### src/rtl/nrisc_ddata_arbiter_pkg.sv
// Shared state, owner and size codes for the D-Data RAM arbiter.
// Optional feature macro used by the arbiter: NRISC_ARB_ROUND_ROBIN_EN.
package nrisc_ddata_arbiter_pkg;

    typedef enum logic [1:0] {
        ST_IDLE   = 2'd0,
        ST_CORE   = 2'd1,
        ST_XBURST = 2'd2
    } arb_state_t;

    typedef enum logic [1:0] {
        OWN_NONE = 2'd0,
        OWN_CORE = 2'd1,
        OWN_XBUS = 2'd2
    } owner_t;

    localparam logic [2:0] CTRL_WORD = 3'b000;

endpackage

### src/rtl/nrisc_arb_burst_ctr.sv
// Saturating count of external grants given while the core waits;
// at_limit flags the last external grant allowed before the core must win.
module nrisc_arb_burst_ctr #(
    parameter int MAX_BURST = 4
) (
    input  logic clk,
    input  logic rst,
    input  logic inc,
    input  logic clr,
    output logic at_limit
);

    localparam int            CW    = (MAX_BURST > 1) ? $clog2(MAX_BURST) : 1;
    localparam logic [CW-1:0] LIMIT = CW'(MAX_BURST - 1);

    logic [CW-1:0] cnt;

    // NOTE: sequential state uses non-blocking assignments so every flop
    // samples pre-edge values regardless of block ordering.
    always_ff @(posedge clk or negedge rst) begin
        if (!rst) begin
            cnt <= '0;
        end else if (clr) begin
            cnt <= '0;
        end else if (inc && !at_limit) begin
            cnt <= cnt + CW'(1);
        end
    end

    assign at_limit = (cnt == LIMIT);

endmodule

### src/rtl/nrisc_ddata_arbiter.sv
// Shares the single-port D-Data RAM between the core and one external master.
// Define NRISC_ARB_ROUND_ROBIN_EN to alternate grants when both request.
module nrisc_ddata_arbiter
    import nrisc_ddata_arbiter_pkg::*;
#(
    parameter int TAM       = 16,
    parameter int N_DData   = 10,
    parameter int MAX_BURST = 4
) (
    input  logic               clk,
    input  logic               rst,
    input  logic               core_load,
    input  logic               core_write,
    input  logic [N_DData-1:0] core_addr,
    input  logic [TAM-1:0]     core_wdata,
    input  logic [2:0]         core_ctrl,
    output logic [TAM-1:0]     core_rdata,
    output logic               core_stall,
    input  logic               x_req,
    input  logic               x_we,
    input  logic [N_DData-1:0] x_addr,
    input  logic [TAM-1:0]     x_wdata,
    output logic               x_gnt,
    output logic [TAM-1:0]     x_rdata,
    output logic               x_rvalid,
    output logic [N_DData-1:0] mem_addr,
    output logic [TAM-1:0]     mem_wdata,
    output logic               mem_we,
    output logic               mem_re,
    output logic [2:0]         mem_ctrl,
    input  logic [TAM-1:0]     mem_rdata
);

    arb_state_t     state, state_nxt;
    owner_t         rd_owner;
    logic           core_req, grant_core, grant_x;
    logic           at_limit, burst_inc, burst_clr;
    logic [TAM-1:0] core_hold, x_hold;
`ifdef NRISC_ARB_ROUND_ROBIN_EN
    owner_t         last_owner;
`endif

    assign core_req = core_load | core_write;

    // Grants are gated by reset so nothing reaches the RAM while rst is low.
    // NOTE: every always_comb output gets a default first so no latch is inferred.
    always_comb begin
        grant_x = 1'b0;
        if (rst) begin
            if (state == ST_XBURST) begin
                grant_x = x_req;
            end else if (x_req) begin
`ifdef NRISC_ARB_ROUND_ROBIN_EN
                grant_x = !core_req || (last_owner == OWN_CORE);
`else
                grant_x = !core_req;
`endif
            end
        end
        grant_core = rst && core_req && !grant_x;
    end

    // An arbitrated external win while the core waits stays in CORE, so the
    // core is considered again on the very next cycle.
    always_comb begin
        state_nxt = ST_IDLE;
        if (grant_core) begin
            state_nxt = ST_CORE;
        end else if (grant_x) begin
            if (state == ST_XBURST) begin
                state_nxt = (core_req && at_limit) ? ST_CORE : ST_XBURST;
            end else begin
                state_nxt = core_req ? ST_CORE : ST_XBURST;
            end
        end
    end

    assign burst_inc = grant_x && core_req;
    assign burst_clr = (state_nxt != ST_XBURST);

    nrisc_arb_burst_ctr #(
        .MAX_BURST (MAX_BURST)
    ) u_burst_ctr (
        .clk      (clk),
        .rst      (rst),
        .inc      (burst_inc),
        .clr      (burst_clr),
        .at_limit (at_limit)
    );

    // A combined core load+write is a plain write; the load half is dropped.
    always_comb begin
        mem_addr  = '0;
        mem_wdata = '0;
        mem_we    = 1'b0;
        mem_re    = 1'b0;
        mem_ctrl  = CTRL_WORD;
        if (grant_core) begin
            mem_addr  = core_addr;
            mem_wdata = core_wdata;
            mem_we    = core_write;
            mem_re    = core_load && !core_write;
            mem_ctrl  = core_ctrl;
        end else if (grant_x) begin
            mem_addr  = x_addr;
            mem_wdata = x_wdata;
            mem_we    = x_we;
            mem_re    = !x_we;
        end
    end

    assign x_gnt      = grant_x;
    assign core_stall = rst && core_req && !grant_core;

    always_ff @(posedge clk or negedge rst) begin
        if (!rst) begin
            state      <= ST_IDLE;
            rd_owner   <= OWN_NONE;
            core_hold  <= '0;
            x_hold     <= '0;
`ifdef NRISC_ARB_ROUND_ROBIN_EN
            last_owner <= OWN_XBUS;
`endif
        end else begin
            state <= state_nxt;
            if (grant_core && core_load && !core_write) begin
                rd_owner <= OWN_CORE;
            end else if (grant_x && !x_we) begin
                rd_owner <= OWN_XBUS;
            end else begin
                rd_owner <= OWN_NONE;
            end
            if (rd_owner == OWN_CORE) core_hold <= mem_rdata;
            if (rd_owner == OWN_XBUS) x_hold    <= mem_rdata;
`ifdef NRISC_ARB_ROUND_ROBIN_EN
            if (grant_core) begin
                last_owner <= OWN_CORE;
            end else if (grant_x) begin
                last_owner <= OWN_XBUS;
            end
`endif
        end
    end

    // RAM data is forwarded in its return cycle, then held until the owner's next read.
    assign core_rdata = (rd_owner == OWN_CORE) ? mem_rdata : core_hold;
    assign x_rdata    = (rd_owner == OWN_XBUS) ? mem_rdata : x_hold;
    assign x_rvalid   = (rd_owner == OWN_XBUS);

endmodule

### config.mk
export PLATFORM = sky130hd
export DESIGN_NAME = nrisc_ddata_arbiter
export DESIGN_NICKNAME = d
export VERILOG_FILES = /design/src/rtl/nrisc_ddata_arbiter_pkg.sv /design/src/rtl/nrisc_arb_burst_ctr.sv /design/src/rtl/nrisc_ddata_arbiter.sv
export SDC_FILE = /design/constraint.sdc
export NUM_CORES = 1
export LEC_CHECK = 0
export BUFFER_PORTS_ARGS = -buffer_cell sky130_fd_sc_hd__clkbuf_2
export CAP_MARGIN = 20
export CORE_MARGIN = 5
export CORE_UTILIZATION = 36
export DETAILED_ROUTE_END_ITERATION = 6
export GPL_TIMING_DRIVEN = 0
export HOLD_SLACK_MARGIN = 0.05
export PLACE_DENSITY = 0.77
export SYNTH_ARGS = -nofsm -noshare
export SYNTH_HDL_FRONTEND = slang
export SYNTH_SLANG_ARGS = --single-unit
### constraint.sdc
create_clock -name clk -period 1.4 [get_ports clk]
set_input_delay 0 -clock clk [delete_from_list [all_inputs] [get_ports clk]]
set_output_delay 0 -clock clk [all_outputs]
set_load 0.02 [all_outputs]
==> results.md, run 1 <==
- Largest delay share family, worst path: buffers and inverters
- YS warnings: 0
- WL final: roughly 8000 um
- Setup-failing EPs final: 65
- PD cells: approximately 1100 mW/mm^2
- Syn Inst Count: 144
- Via count: just over 2,000
- GR peak layer: met2
- Sequential cell fraction of total power: a little under a third
- Post-DP HPWL: 4502 um
- Comb power frac: 49.1%
- Row count: 26
- Via density: between 4 and 5
- Mapped Area: roughly 0.0018 sq mm
- Hold_buf cts: 18
- Clk_skew: between 0.004 and 0.005 ns
- Largest family of logic cells by synthesized area: multiplexers
- Final count of hold timing violations: 38
- CTS Root Buffer Type: clkbuf_8
- DRC viols: 0
- Slew margin rel.: ~63%
- Synth Flop Type: dfrtp_1
- Mapped Nets: 222
- Sw Pwr: 1386 uW
- Int Power: 3075 uW
- Crit path required time: ~1.4 ns
- Hold Path Class: in2async
- Placement Setup Slack: -0.5733 ns
- Die Footprint: around 0.0067 sq mm
- Worst-margin pin slew: between 0.5 and 0.6 ns
- CP Cell Sequence: and2b_2, a21oi_4, buf_6, buf_4, a22o_1, clkbuf_8
- Post-Synth Simple-Gate Area: under 10%
- Yosys cell types: 30
- Core area: around 0.0050 sq mm
- CP Class: reg2out
- Routed len/inst: between 15 and 20 um
- Final period util: 122.4%
- M2 GR Usage: roughly two fifths
- Initial antenna violation count: 0
- RSZ-0062 raised after global routing: yes
- Setup ws final: -0.3135 ns
- Chip width: approximately 80 um
- Clock Latency Late Sink: ~0.29 ns
- Synth Area in XOR/XNOR: 0%
- Sw Ratio: between 30 and 40%
- Synth top area share: between 50% and 60%
- Initial drt markers: 55
- Die Ht: between 80 and 90 um
- Critical path capture point type: output pin
- Final min period: around 1.7 ns
- Initial Util: approximately 37%
- Clock Tree Buf Depth: 2
- Synthesized area per cell: ~13 sq um
- Vias in the first global route: ~2,300
- DRT Pass-1 Iters: 4
- Post-synthesis compound-gate area fraction: 16.38%
- Largest net degree at the start of global routing: 42
- Main area contributors after synthesis: dfrtp_1 51%, a22o_1 12%, mux2_1 12%
- Slew Viols, Final: 0
- Adder-Cell Fraction of Synth Area: less than 1%
- Max Fanout on Critical Path: 5
- Slowest-stage cell, CP: dfrtp_1
- Failing checks: negative hold slack, negative setup slack
- Post-synthesis mux area share: around a fifth
- H-tree levels: 2
- Total GRT Usage: between 20% and 30%
- Layout cells sized above 1: 69.86%
- Post-route ant nets: 0
- Antenna cells: 0
- Syn-to-layout area delta: 115.8%
- Clock power frac: 19.5%
- Critical path startpoint category: register
- M3 GR Usage: a little over 6%
- CTS buffer count: 5
- Fillcell total: approximately 290
- Clock transition at path regs: 0.07 ns
- Grt ovf: 0
- CTS sink count: 38
- Global-route wire length before repair: ~11,000 um
- Worst Path Buf+Inv: 3
- CTS tree: done
- Setup TNS: -13.80 ns
- Fmax: roughly 580 MHz
- Status: finished, violations left
- IO Pins: approximately 140
- Arr. time, crit path: 1.71 ns
- Peak supply drop: about 0.53 mV
- Max Cap Viol: 0
- Routability cong.: approximately 0.90
- M1 GR Usage: between 20 and 25%
- # port buffers: about 140
- #FFs+latches synth: 38
- Largest stage delay, worst path: between 0.4 and 0.5 ns
- Sequential area share after synthesis: slightly above 50%
- Final nets: about 420
- Post-synth EDFFs: 0
- Leak pwr: between 0.002 and 0.0025 uW
- Yosys top cell by area: dfrtp_1
- Post-synthesis async set-or-reset flop share: 100.0%
- Post-Route Hold Slack: -0.2799 ns
-- worst register-to-register path: stages, from the launching register on --
cell and delay, ns:
dfrtp_1 0.39, ha_2 0.19, or3b_1 0.36, or3_4 0.34, a21oi_2 0.13
-- path summary, 6_finish.rpt --
check	from	endpoint	slack (ns)	cells after the start
max	state[0]	mem_addr[1]	-0.31	6
min	rst	core_hold[3]	-0.28	1
max reg2reg	u_burst_ctr.cnt[1]	u_burst_ctr.cnt[0]	-0.08	4
min reg2reg	x_hold[0]	x_hold[0]	0.51	1
max in group asynchronous	rst	core_hold[15]	1.30	1
min in group clk	mem_rdata[15]	core_hold[15]	0.10	3
-- power groups by stage --
stage          clock, uW  combinational (uW)  sequential (uW)
3_5_place_dp           0                1230             1390
5_1_grt              934                2290             1420
6_report             869                2190             1400
3_3_place_gp           0                1210             1380
2_1_floorplan          0                 765             1370
4_1_cts              886                1810             1380
-- metrics by stage --
step | std cells | hold WS, ns | power, uW | cell area [sq um] | util (%)
3_5_place_dp | 356 | 0.2109 | 2618 | 2649 | 52.53
4_1_cts | 405 | -0.2614 | 4079 | 3651 | 72.41
5_1_grt | 415 | -0.2418 | 4643 | 3989 | 79.11
6_report | 415 | -0.2799 | 4461 | 3989 | 79.11
2_1_floorplan | 144 | -0.2956 | 2135 | 1851 | -
3_3_place_gp | 356 | 0.1915 | 2584 | 2649 | 52.53
-- Yosys cell counts (3+ instances only) --
master	n
dfrtp_1	38
mux2_1	19
a22o_1	26
buf_2	4
nand2_1	6
a21oi_1	6
mux2_2	13
and2_1	3
-- routing by layer --
metal	part of all wire, %	up-vias
li1	-	932
met3	8.6	33
met5	0	-
met4	5.0	0
met2	54	113
met1	33	961
-- cell usage in the layout, fill, tap and decap left out, drive strengths merged --
cell,instances
a211oi,1
a21o,1
a21oi,8
a22o,26
and2,3
and2b,2
buf,82
clkbuf,110
dfrtp,38
dlygate4sd3,18
ha,1
inv,2
mux2,32
nand2,7
nand2b,2
nand3,1
nand3b,1
nor2,1
nor2b,2
nor3,2
nor3b,1
o21ai,1
or2,1
or3,1
or3b,1
-- sequential cells by signal (all words and copies together) (netlist names) --
signal	cells
rd_owner	2
core_hold	16
x_hold	16
state	2
u_burst_ctr.cnt	2
-- cell families after synthesis --
logic type                 Yosys count
AOI/OAI and AO/OA                   37
adders and majority gates            1
buffers and inverters               11
DFF                                 38
muxes                               32
and+or+nand+nor                     25
-- layout make-up --
type	instances	area [sq um]	share of cell area [%]
Multi-Input combinational cell	95	997.2	25.00
Clock buffer	8	110.1	2.760
Timing Repair Buffer	194	1738	43.57
Buffer	8	97.59	2.447
Sequential cell	38	950.9	23.84
Tap cell	70	87.58	2.196
Inverter	2	7.507	0.1882
-- timing repair --
item / 4_1_cts / 5_1_grt
buffers inserted: 21 / 9
gates cloned: 3 / 2
resized for setup: 135 / 97
pin swaps: 18 / 5
setup endpoints to repair: 87 / 67
endpoints found under the hold margin: 65 / 38
Note: power is estimated with default switching activity, not from simulation.
==> run 2: changes to the inputs <==
- PLACE_DENSITY: 0.77 -> unset
- PLACE_DENSITY_LB_ADDON: unset -> 0.15
==> results.md, run 2 (synthesis results as in run 1) <==
- Hold_buf cts: 20 (+2)
- Total GRT Usage: 19.30% (-2.1 points)
- Final nets: 419 (-0.71%)
- Core area: 0.005042 sq mm (unchanged)
- RSZ-0062 raised after global routing: yes
- Final count of hold timing violations: 38 (unchanged)
- H-tree levels: 2 (unchanged)
- Initial antenna violation count: 0 (unchanged)
- WL final: 7060 um (-11%)
- Worst R2R Start: u_burst_ctr.cnt[1]
- Via count: 1,957 (-4.0%)
- GR peak layer: met2
- Sw Pwr: 1321 uW (-4.7%)
- CTS Root Buffer Type: clkbuf_8
- Post-Route Hold Slack: -0.2759 ns (+0.003949 ns)
- R2R Path End: u_burst_ctr.cnt[0]
- Crit path required time: 1.40 ns (about the same)
- Largest regs: core_hold x16, x_hold x16
- Int Power: 2845 uW (-7.5%)
- CTS sink count: 38 (unchanged)
- Clock Tree Buf Depth: 2 (unchanged)
- Reg2Reg Depth: 4 (unchanged)
- Critical path capture point type: output pin
- Routability cong.: 0.8301 (-8.3%)
- Clk_skew: 0.007735 ns (+0.002789 ns)
- Slew Viols, Final: 0 (unchanged)
- M2 GR Usage: 35.18% (-4.1 points)
- Global-route wire length before repair: 9936 um (-7.0%)
- Arr. time, crit path: 1.65 ns (-0.06 ns)
- Sw Ratio: 31.71% (+0.64 points)
- Fillcell total: 308 (+7.3%)
- PD cells: 1080 mW/mm^2 (-3.5%)
- Layout cells sized above 1: 67.25% (-2.6 points)
- CTS buffer count: 5 (unchanged)
- Setup-failing EPs final: 64 (-1.5%)
- Initial Util: 36.65% (unchanged)
- DRC viols: 0 (unchanged)
- Row count: 26 (unchanged)
- Post-DP HPWL: 4317 um (-4.1%)
- Crit path from: state[0]
- Clock Latency Late Sink: 0.28 ns (about the same)
- Routed len/inst: 17.14 um (-11%)
- Power, Total: 4166 uW (-6.6%)
- CP Class: reg2out
- Placed Area: 0.002649 sq mm (unchanged)
- Slew margin rel.: 62.86% (-0.17 points)
- Worst-margin pin slew: 0.5570 ns (+0.002498 ns)
- Vias in the first global route: 2,105 (-7.2%)
- # port buffers: 142 (unchanged)
- Die Ht: 81.65 um (unchanged)
- Max Cap Viol: 0 (unchanged)
- Largest net degree at the start of global routing: 42 (unchanged)
- Setup TNS: -10.45 ns (+3.357 ns)
- Die Footprint: 0.006666 sq mm (unchanged)
- M3 GR Usage: 8.224% (+2.2 points)
- Final period util: 117.6% (-4.8 points)
- Area of the multi-input gates: 970.9 sq um (-2.6%)
- Max Fanout on Critical Path: 5 (unchanged)
- Grt ovf: 0 (unchanged)
- Critical path startpoint category: register
- Status: finished, violations left
- CP endpoint: mem_addr[6]
- DRT Pass-1 Iters: 4 (unchanged)
- Hold Path Class: in2async
- Sequential cell fraction of total power: 33.3% (+1.9 points)
- Via density: 4.750 (-3.3%)
- Failing checks: negative hold slack, negative setup slack
- Post-route ant nets: 0 (unchanged)
- Commonest non-fill, non-tap cell in the layout: clkbuf_2
- Reg2Reg Setup Slack: -0.05 ns (+0.03 ns)
- Syn-to-layout area delta: 108.8%
- Leak pwr: 0.001996 uW (-3.1%)
- Initial drt markers: 42 (-24%)
- Most frequent cells in the layout: 77 x clkbuf_2, 37 x buf_6, 37 x dfrtp_1
- Chip width: 81.65 um (unchanged)
- Clock power frac: 18.5% (-1.0 points)
- Antenna cells: 0 (unchanged)
- Final Instance Area: 0.003859 sq mm (-3.3%)
- Final min period: 1.646 ns (-0.06725 ns)
- Comb power frac: 48.1% (-1.0 points)
- Peak supply drop: 0.5116 mV (-3.3%)
- IO Pins: 143 (unchanged)
- Reg area: 952.2 sq um (+0.13%)
- M1 GR Usage: 19.74% (-1.9 points)
- Fmax: 607.4 MHz (+4.1%)
- CTS tree: done
- Clock transition at path regs: 0.08 ns (about the same)
- Setup ws final: -0.2463 ns (+0.06725 ns)
## run 2: cell types whose count changed in the layout (fill, tap and decap cells not counted), moves of 3 or more
cell / before / now
clkbuf_2: 86 / 77
and2_1: 0 / 3
clkbuf_4: 3 / 12
clkbuf_8: 19 / 24
and2_4: 3 / 0
buf_8: 29 / 11
buf_4: 15 / 20
## run 2: per-layer routing
metal | up-vias | routed length, um
met1 | 926 | 2628
met3 | 9 | 695
met5 | - | 0
li1 | 924 | -
met2 | 98 | 3654
met4 | 0 | 82
## run 2: worst max-delay path: stages (launching register included)
cell	delay, ns
dfrtp_1	0.41
and2b_1	0.24
a21oi_2	0.07
buf_6	0.13
buf_4	0.14
a22o_1	0.22
clkbuf_8	0.16
## run 2: layout make-up
cell class	count	share of cell area, %
inverters	2	0.1946
clock buffers	6	2.140
plain buffers	9	2.821
repair buffers	190	42.41
well taps	70	2.270
clock inverters	2	0.3243
multi-input cells	95	25.16
flip-flops and latches	38	24.68
## run 2: worst min path at each step
stage	to	slack [ns]	from
final	x_hold[13]	-0.28	rst
after global routing	x_hold[13]	-0.24	rst
after CTS	x_hold[13]	-0.26	rst
after detailed placement	x_hold[13]	0.22	rst
after global placement	x_hold[13]	0.21	rst
after floorplan	core_hold[0]	-0.30	rst
## run 2: timing repair
| item | in CTS | in global routing |
|---|---|---|
| hold endpoints to repair | 73 | 38 |
| pin swaps | 19 | 5 |
| cloned | 1 | 2 |
| buffers inserted | 12 | 14 |
| gates resized for setup | 84 | 131 |
| endpoints found under the setup margin | 87 | 65 |
## run 2: stage by stage
stage               instances  utilization (%)  worst slack, ns
finish                    412            76.53          -0.2463
global route              412            76.53          -0.3206
CTS                       397            67.25          -0.2366
detailed placement        356            52.53          -0.6046
global placement          356            52.53          -0.5705
floorplan                 144                -         0.007999
## run 2: power by group through the flow
| stage | Sequential, uW | Combinational (uW) | Clock [uW] |
|---|---|---|---|
| floorplan | 1370 | 765 | 0 |
| global placement | 1380 | 1210 | 0 |
| detailed placement | 1390 | 1220 | 0 |
| CTS | 1370 | 1460 | 797 |
| global route | 1410 | 2110 | 843 |
| finish | 1390 | 2010 | 771 |
